File: config.mk
export PLATFORM = sky130hd
export DESIGN_NAME = booth_mul_arbiter
export DESIGN_NICKNAME = d
export VERILOG_FILES = /design/src/rtl/booth_mul_arbiter.sv
export SDC_FILE = /design/constraint.sdc
export NUM_CORES = 1
export LEC_CHECK = 0
export BUFFER_PORTS_ARGS = -buffer_cell sky130_fd_sc_hd__buf_2
export CORE_MARGIN = 2
export CORE_UTILIZATION = 40
export DETAILED_ROUTE_END_ITERATION = 10
export HOLD_SLACK_MARGIN = 0.02
export PLACE_DENSITY = 0.85
export SYNTH_ARGS = -nofsm -noshare
export SYNTH_HDL_FRONTEND = slang
export SYNTH_SLANG_ARGS = --single-unit
export TNS_END_PERCENT = 1
File: constraint.sdc
create_clock -name clk -period 2.3 [get_ports clk]
set_clock_uncertainty 0.05 [all_clocks]
set_input_delay 0.46 -clock clk [delete_from_list [all_inputs] [get_ports clk]]
set_output_delay 0.46 -clock clk [all_outputs]
set_load 0.05 [all_outputs]
File: src/rtl/booth_mul_arbiter.sv
// Round-robin front end that time-shares one Booth_mul between NREQ requesters.
// Sequences the multiplier enable (LOAD/RUN/CAPTURE/GAP) and aborts runs that exceed TIMEOUT.
module booth_mul_arbiter #(
  parameter int unsigned NREQ    = 4,
  parameter int unsigned W       = 16,
  parameter int unsigned GAP_CYC = 2,
  parameter int unsigned TIMEOUT = 64
) (
  input  logic                    clk,
  input  logic                    rst,
  input  logic [NREQ-1:0]         req,
  input  logic [NREQ*W-1:0]       a_in,
  input  logic [NREQ*W-1:0]       b_in,
  output logic [NREQ-1:0]         gnt,
  output logic                    rsp_valid,
  output logic [$clog2(NREQ)-1:0] rsp_id,
  output logic [2*W-1:0]          rsp_prod,
  output logic                    rsp_err,
  output logic                    busy,
  output logic                    mul_en,
  output logic [W-1:0]            mul_a,
  output logic [W-1:0]            mul_b,
  input  logic [2*W-1:0]          mul_prod,
  input  logic                    mul_done
);

  localparam int unsigned IdW    = $clog2(NREQ);
  localparam int unsigned CntMax = (TIMEOUT > GAP_CYC) ? TIMEOUT : GAP_CYC;
  localparam int unsigned CntW   = $clog2(CntMax + 1);

  typedef enum logic [2:0] {StIdle, StLoad, StRun, StCapture, StGap} state_e;

  state_e            state_q, state_d;
  logic [IdW-1:0]    ptr_q, ptr_d;
  logic [IdW-1:0]    cur_id_q, cur_id_d;
  logic [IdW-1:0]    rsp_id_q, rsp_id_d;
  logic [NREQ-1:0]   gnt_q, gnt_d;
  logic              rsp_valid_q, rsp_valid_d;
  logic [2*W-1:0]    rsp_prod_q, rsp_prod_d;
  logic              rsp_err_q, rsp_err_d;
  logic              mul_en_q, mul_en_d;
  logic [W-1:0]      mul_a_q, mul_a_d;
  logic [W-1:0]      mul_b_q, mul_b_d;
  logic [CntW-1:0]   cnt_q, cnt_d, cnt_inc;

  logic              pick_found;
  logic [IdW-1:0]    pick_idx;
  logic [IdW-1:0]    cand;
  logic [W-1:0]      sel_a, sel_b;

  // First set request searching upward from the pointer, with wrap.
  always_comb begin
    pick_found = 1'b0;
    pick_idx   = '0;
    cand       = '0;
    for (int k = 0; k < int'(NREQ); k++) begin
      cand = IdW'((int'(ptr_q) + k) % int'(NREQ));
      if (!pick_found && req[cand]) begin
        pick_found = 1'b1;
        pick_idx   = cand;
      end
    end
  end

  always_comb begin
    sel_a = '0;
    sel_b = '0;
    for (int i = 0; i < int'(NREQ); i++) begin
      if (pick_idx == IdW'(i)) begin
        sel_a = a_in[i*W +: W];
        sel_b = b_in[i*W +: W];
      end
    end
  end

  assign cnt_inc = cnt_q + CntW'(1);

  always_comb begin
    state_d     = state_q;
    ptr_d       = ptr_q;
    cur_id_d    = cur_id_q;
    rsp_id_d    = rsp_id_q;
    gnt_d       = '0;
    rsp_valid_d = 1'b0;
    rsp_prod_d  = rsp_prod_q;
    rsp_err_d   = rsp_err_q;
    mul_en_d    = mul_en_q;
    mul_a_d     = mul_a_q;
    mul_b_d     = mul_b_q;
    cnt_d       = cnt_q;
    case (state_q)
      StIdle: begin
        if (pick_found) begin
          state_d         = StLoad;
          gnt_d[pick_idx] = 1'b1;
          cur_id_d        = pick_idx;
          ptr_d           = (pick_idx == IdW'(NREQ - 1)) ? '0 : pick_idx + IdW'(1);
          mul_a_d         = sel_a;
          mul_b_d         = sel_b;
        end
      end
      StLoad: begin
        state_d  = StRun;
        mul_en_d = 1'b1;
        cnt_d    = '0;
      end
      StRun: begin
        cnt_d = cnt_inc;
        // A done still high on the first RUN cycle is left over from the previous op.
        if (mul_done && cnt_q != '0) begin
          state_d     = StCapture;
          mul_en_d    = 1'b0;
          rsp_valid_d = 1'b1;
          rsp_id_d    = cur_id_q;
          rsp_prod_d  = mul_prod;
          rsp_err_d   = 1'b0;
        end else if (cnt_inc == CntW'(TIMEOUT)) begin
          state_d     = StCapture;
          mul_en_d    = 1'b0;
          rsp_valid_d = 1'b1;
          rsp_id_d    = cur_id_q;
          rsp_prod_d  = '0;
          rsp_err_d   = 1'b1;
        end
      end
      StCapture: begin
        state_d = StGap;
        cnt_d   = '0;
      end
      StGap: begin
        if (cnt_q == CntW'(GAP_CYC - 1)) begin
          state_d = StIdle;
        end else begin
          cnt_d = cnt_inc;
        end
      end
      default: state_d = StIdle;
    endcase
  end

  always_ff @(posedge clk) begin
    if (rst) begin
      state_q     <= StIdle;
      ptr_q       <= '0;
      cur_id_q    <= '0;
      rsp_id_q    <= '0;
      gnt_q       <= '0;
      rsp_valid_q <= 1'b0;
      rsp_prod_q  <= '0;
      rsp_err_q   <= 1'b0;
      mul_en_q    <= 1'b0;
      mul_a_q     <= '0;
      mul_b_q     <= '0;
      cnt_q       <= '0;
    end else begin
      state_q     <= state_d;
      ptr_q       <= ptr_d;
      cur_id_q    <= cur_id_d;
      rsp_id_q    <= rsp_id_d;
      gnt_q       <= gnt_d;
      rsp_valid_q <= rsp_valid_d;
      rsp_prod_q  <= rsp_prod_d;
      rsp_err_q   <= rsp_err_d;
      mul_en_q    <= mul_en_d;
      mul_a_q     <= mul_a_d;
      mul_b_q     <= mul_b_d;
      cnt_q       <= cnt_d;
    end
  end

  assign gnt       = gnt_q;
  assign rsp_valid = rsp_valid_q;
  assign rsp_id    = rsp_id_q;
  assign rsp_prod  = rsp_prod_q;
  assign rsp_err   = rsp_err_q;
  assign busy      = (state_q != StIdle);
  assign mul_en    = mul_en_q;
  assign mul_a     = mul_a_q;
  assign mul_b     = mul_b_q;

endmodule

==> results.md <==
Status:
- The run finished with clean final reports.

Yosys:
- After Yosys synthesis, full adders, half adders and majority gates account for 1.97% of the synthesized area.
- In the synthesized netlist, mux cells make up 0.902% of the area.
- The share of the yosys chip area belonging to registers is 39.2%.
- The warning count from the yosys run is 0.
- The simple logic cell fraction of the synthesized area is between 20% and 30%.
- The flip-flop and latch count after synthesis is slightly below 90.
- After synthesis, the netlist uses 48 different library cells.
- For this run, asynchronously set or reset flops after synthesis account for 0%.
- The share of Yosys cell area claimed by the top area cell type is 39.2%.
- The cell area after synthesis is 0.00444 mm^2.
- The number of flops mapped to enable cells by yosys is 0.
- Dividing the synthesized area by the synthesized cell count gives 8.72 um^2.
- After synthesis, the cell types taking the most area are sky130_fd_sc_hd__dfxtp_1 39%, sky130_fd_sc_hd__nor2b_1 9.3%, sky130_fd_sc_hd__o311a_1 7.2%, sky130_fd_sc_hd__a22o_1 6.5%, sky130_fd_sc_hd__a221oi_1 6.3%.
- By area, the combinational part of the netlist is dominated by simple AND/OR/NAND/NOR gates.
- The area share of xor/xnor cells in the synthesized design is 0.197%.
- The post-synth net total is 683.
- The synthesized netlist devotes 25.6% of its cell area to compound gates.
- The most used flip-flop cell after synthesis is sky130_fd_sc_hd__dfxtp_1.
- The cell accounting for the most synthesized area is sky130_fd_sc_hd__dfxtp_1.
- After technology mapping, the gate count stands at 509.

Clocking:
- The number of clock buffers added by TritonCTS is 9.
- The cell sitting at the root of the clock tree is a sky130_fd_sc_hd__clkbuf_8.
- For this design, the sink count on the clock tree is between 80 and 90.
- The clock network latency to the later pin of the worst-skew pair is 0.37 ns.
- TritonCTS built the clock tree.
- The clock passes through at most 2 buffers.
- The H-tree was split into 3 levels.
- The clock edge transition at the registers on the reported setup and hold paths is 0.10 ns.
- The total of hold buffers inserted after clock tree synthesis is 0.

Floorplan:
- The die extent in x is 109 um.
- The core region is 0.0108 mm^2.
- The starting utilization of the core area is approximately two fifths.
- After floorplanning, the core was divided into 38 placement rows.
- The die span in y is 109 um.
- The top-level port count is 241.
- The die area is 0.0120 mm^2.

Placement:
- Input and output buffers added on the ports amount to 240.
- The congestion estimate from routability-driven global placement came to around 0.85.
- The pre-CTS setup slack is -0.107 ns.
- In this run, placement finished with an instance count of 866.
- Once placement finished, the instance area stood at 0.00589 mm^2.
- The half-perimeter wire length after placement is 9810 um.

Drt:
- The ratio of routed vias to standard cells is 5.41.
- Summed over all layers, the routed wires come to approximately 14,000 um.
- For this run, design rule violations remaining after detail routing come to 0.
- Dividing the detail-routed wire length by the instance count gives 15.5 um.
- In this run the remaining antenna-violating nets after routing total 0.
- The DRC marker count from the first detailed-route iteration is 451.
- The total via count after detailed routing is 4,795.
- The first detailed-routing pass ran for 5 iterations.

Hold path:
- The hold path depth is 2.
- The startpoint identified for the worst hold timing path is mul_prod[11].
- In this run the worst hold path is classified as in2reg.
- The endpoint of the worst hold-timing path is rsp_prod[11]$_SDFFE_PP0P_.

Critical path:
- The worst register-to-register path has a setup slack of 0.11 ns.
- Counting cells, the worst reg-to-reg path comes to 10.
- The element type at the critical path end is a flop.
- The required time at the worst-slack endpoint is about 2.6 ns.
- In this run the critical register-to-register path is captured at mul_b[15]$_SDFFE_PP0N_.
- The kind of start point of the critical path is a flop.
- In this run the worst path has a maximum fanout of 23.
- For the worst setup path, the data arrival time is 2.43 ns.
- The startpoint identified for the worst register-to-register timing path is ptr_q[0]$_SDFFE_PP0N_.
- The type of the worst setup path is reg2reg.

Timing:
- The worst hold slack is ~0.25 ns.
- The final setup violation count is 0.
- The ratio of final minimum period to clock period is 95.1%.
- The final hold violation count is 0.
- The shortest clock period the worst path allows after layout is between 2 and 2.5 ns.
- The count of final max-slew check failures is 0.
- In this run the tightest slew margin relative to its limit is between 50% and 60%.
- The highest attainable clock frequency is 457 MHz.
- Setup repair after global routing left no endpoint under its margin.
- The pin slew with the least headroom to its limit is 0.602 ns.
- Across all setup checks in the final design, the least slack found is 0.113 ns.

Final layout:
- The final standard cell utilization of the core is 57.3%.
- The finished layout holds roughly 890 standard cells, fillers aside.
- The post-route netlist has 40.5% of its cells at a drive strength greater than 1.
- The area growth from synthesis to layout is 39.9%.
- For this run, the post-layout net count is 915.
- The layout filler cell count is 984.
- Leaving out fill and tap cells, the most frequent cells in the layout are 240 x sky130_fd_sc_hd__buf_2, 86 x sky130_fd_sc_hd__dfxtp_1, 66 x sky130_fd_sc_hd__nor2b_1.
- The cell area after layout is between 0.006 and 0.007 mm^2.
- The leading cell type in the layout, fill and taps excluded is sky130_fd_sc_hd__buf_2.
- The repair_antennas step left the layout with diodes totalling 0.

Global route:
- The first-pass GRT wire length is just under 20,000 um.
- The total routing usage reported by global routing is approximately a fifth.
- The number of global-route vias before repair is 4,079.
- The global-route layer with the greatest usage is met2.
- For this run the aggregate overflow at the end of global routing stands at 0.
- Entering global routing, the biggest net connects 61 pins.
- The met1 usage in global routing is around 24%.
- Global routing used 5.16% of the available met3 tracks.
- The initial antenna violation count is 0.
- The met2 track demand over resource is 34.7%.

Power and ir drop:
- The power per cell area is roughly 1200 mW/mm^2.
- The maximum vdd ir drop is slightly above 0.9 mV.
- The leakage power of the design is ~3 nW.

Flow run:
- The number of max-capacitance violations reported is 0.
-- how the worst max path moves through the flow --
stage | start | endpoint
after floorplan | req[0] | mul_a[0]$_SDFFE_PP0N_
final | ptr_q[0]$_SDFFE_PP0N_ | mul_b[15]$_SDFFE_PP0N_
after global routing | ptr_q[1]$_SDFFE_PP0N_ | mul_a[14]$_SDFFE_PP0N_
after CTS | ptr_q[1]$_SDFFE_PP0N_ | mul_a[10]$_SDFFE_PP0N_
after detailed placement | req[0] | mul_a[10]$_SDFFE_PP0N_
after global placement | req[0] | mul_a[3]$_SDFFE_PP0N_
-- metal layers --
metal,part of all wire (%),vias to the layer above
li1,-,2336
met1,42,2247
met2,50,193
met3,7.1,19
met4,1.6,0
met5,0,-
-- synth_stat cells (all sizes together) (4+ instances only) --
cell type  count
nand2b         5
clkbuf        28
ha             7
nor2b         66
a21oi         11
and2           4
buf           23
nor2          45
mux2i          4
nor3          38
nand3          4
inv            9
a22o          33
o21ai          6
or3            5
nand2         36
o311a         32
a221oi        32
dfxtp         87
a211oi         4
-- power breakdown --
group	switching, mW	total (mW)	internal, mW
clock network	0.622	1.04	0.416
registers	0.246	2.13	1.89
logic	2.84	4.55	1.71
-- final cells by class --
cell class,count,area (um^2),share of cell area [%]
clock inverters,7,61.3,0.987
inverters,9,33.8,0.544
multi-input cells,362,2490,40.0
well taps,140,175,2.82
clock buffers,9,124,1.99
repair buffers,272,1590,25.5
flip-flops and latches,87,1750,28.1
-- registers in the layout, indices dropped and copies added (netlist names) --
name,cells
cnt_q,7
cur_id_q,2
gnt,4
mul_a,16
mul_b,16
mul_en,1
ptr_q,2
rsp_err,1
rsp_id,2
rsp_prod,32
rsp_valid,1
state_q,3
-- kinds of logic (layout without fill, tap and decap cells) --
family,Yosys count,after routing
mux,4,4
xor+xnor,1,1
compound gates,132,132
simple gates,218,218
fa+ha+maj,7,7
buf+inv,60,297
flops,87,87
-- timing repair --
item | CTS | global route
setup endpoints to repair | 2 | 29
buffers inserted | 0 | 1
pin swaps | 0 | 1
gates resized for setup | 1 | 8
cloned | 0 | 3
-- per-stage QoR --
| step | total power, mW | TNS, ns |
|---|---|---|
| 4_1_cts | 7.55 | 0 |
| 2_1_floorplan | 5.36 | 0 |
| 3_5_place_dp | 6.50 | -1.52 |
| 3_3_place_gp | 6.44 | -0.116 |
| 6_report | 7.72 | 0 |
| 5_1_grt | 8.19 | 0 |
-- critical path, stage by stage (launching register included) --
cell	delay, ns
sky130_fd_sc_hd__dfxtp_1	0.38
sky130_fd_sc_hd__inv_1	0.07
sky130_fd_sc_hd__a21oi_1	0.22
sky130_fd_sc_hd__o22ai_4	0.12
sky130_fd_sc_hd__buf_4	0.16
sky130_fd_sc_hd__ha_4	0.18
sky130_fd_sc_hd__buf_12	0.16
sky130_fd_sc_hd__nor2b_1	0.18
sky130_fd_sc_hd__a221oi_1	0.11
sky130_fd_sc_hd__o311a_1	0.31
sky130_fd_sc_hd__nor3_1	0.16
(Power assumes the default switching activity.)
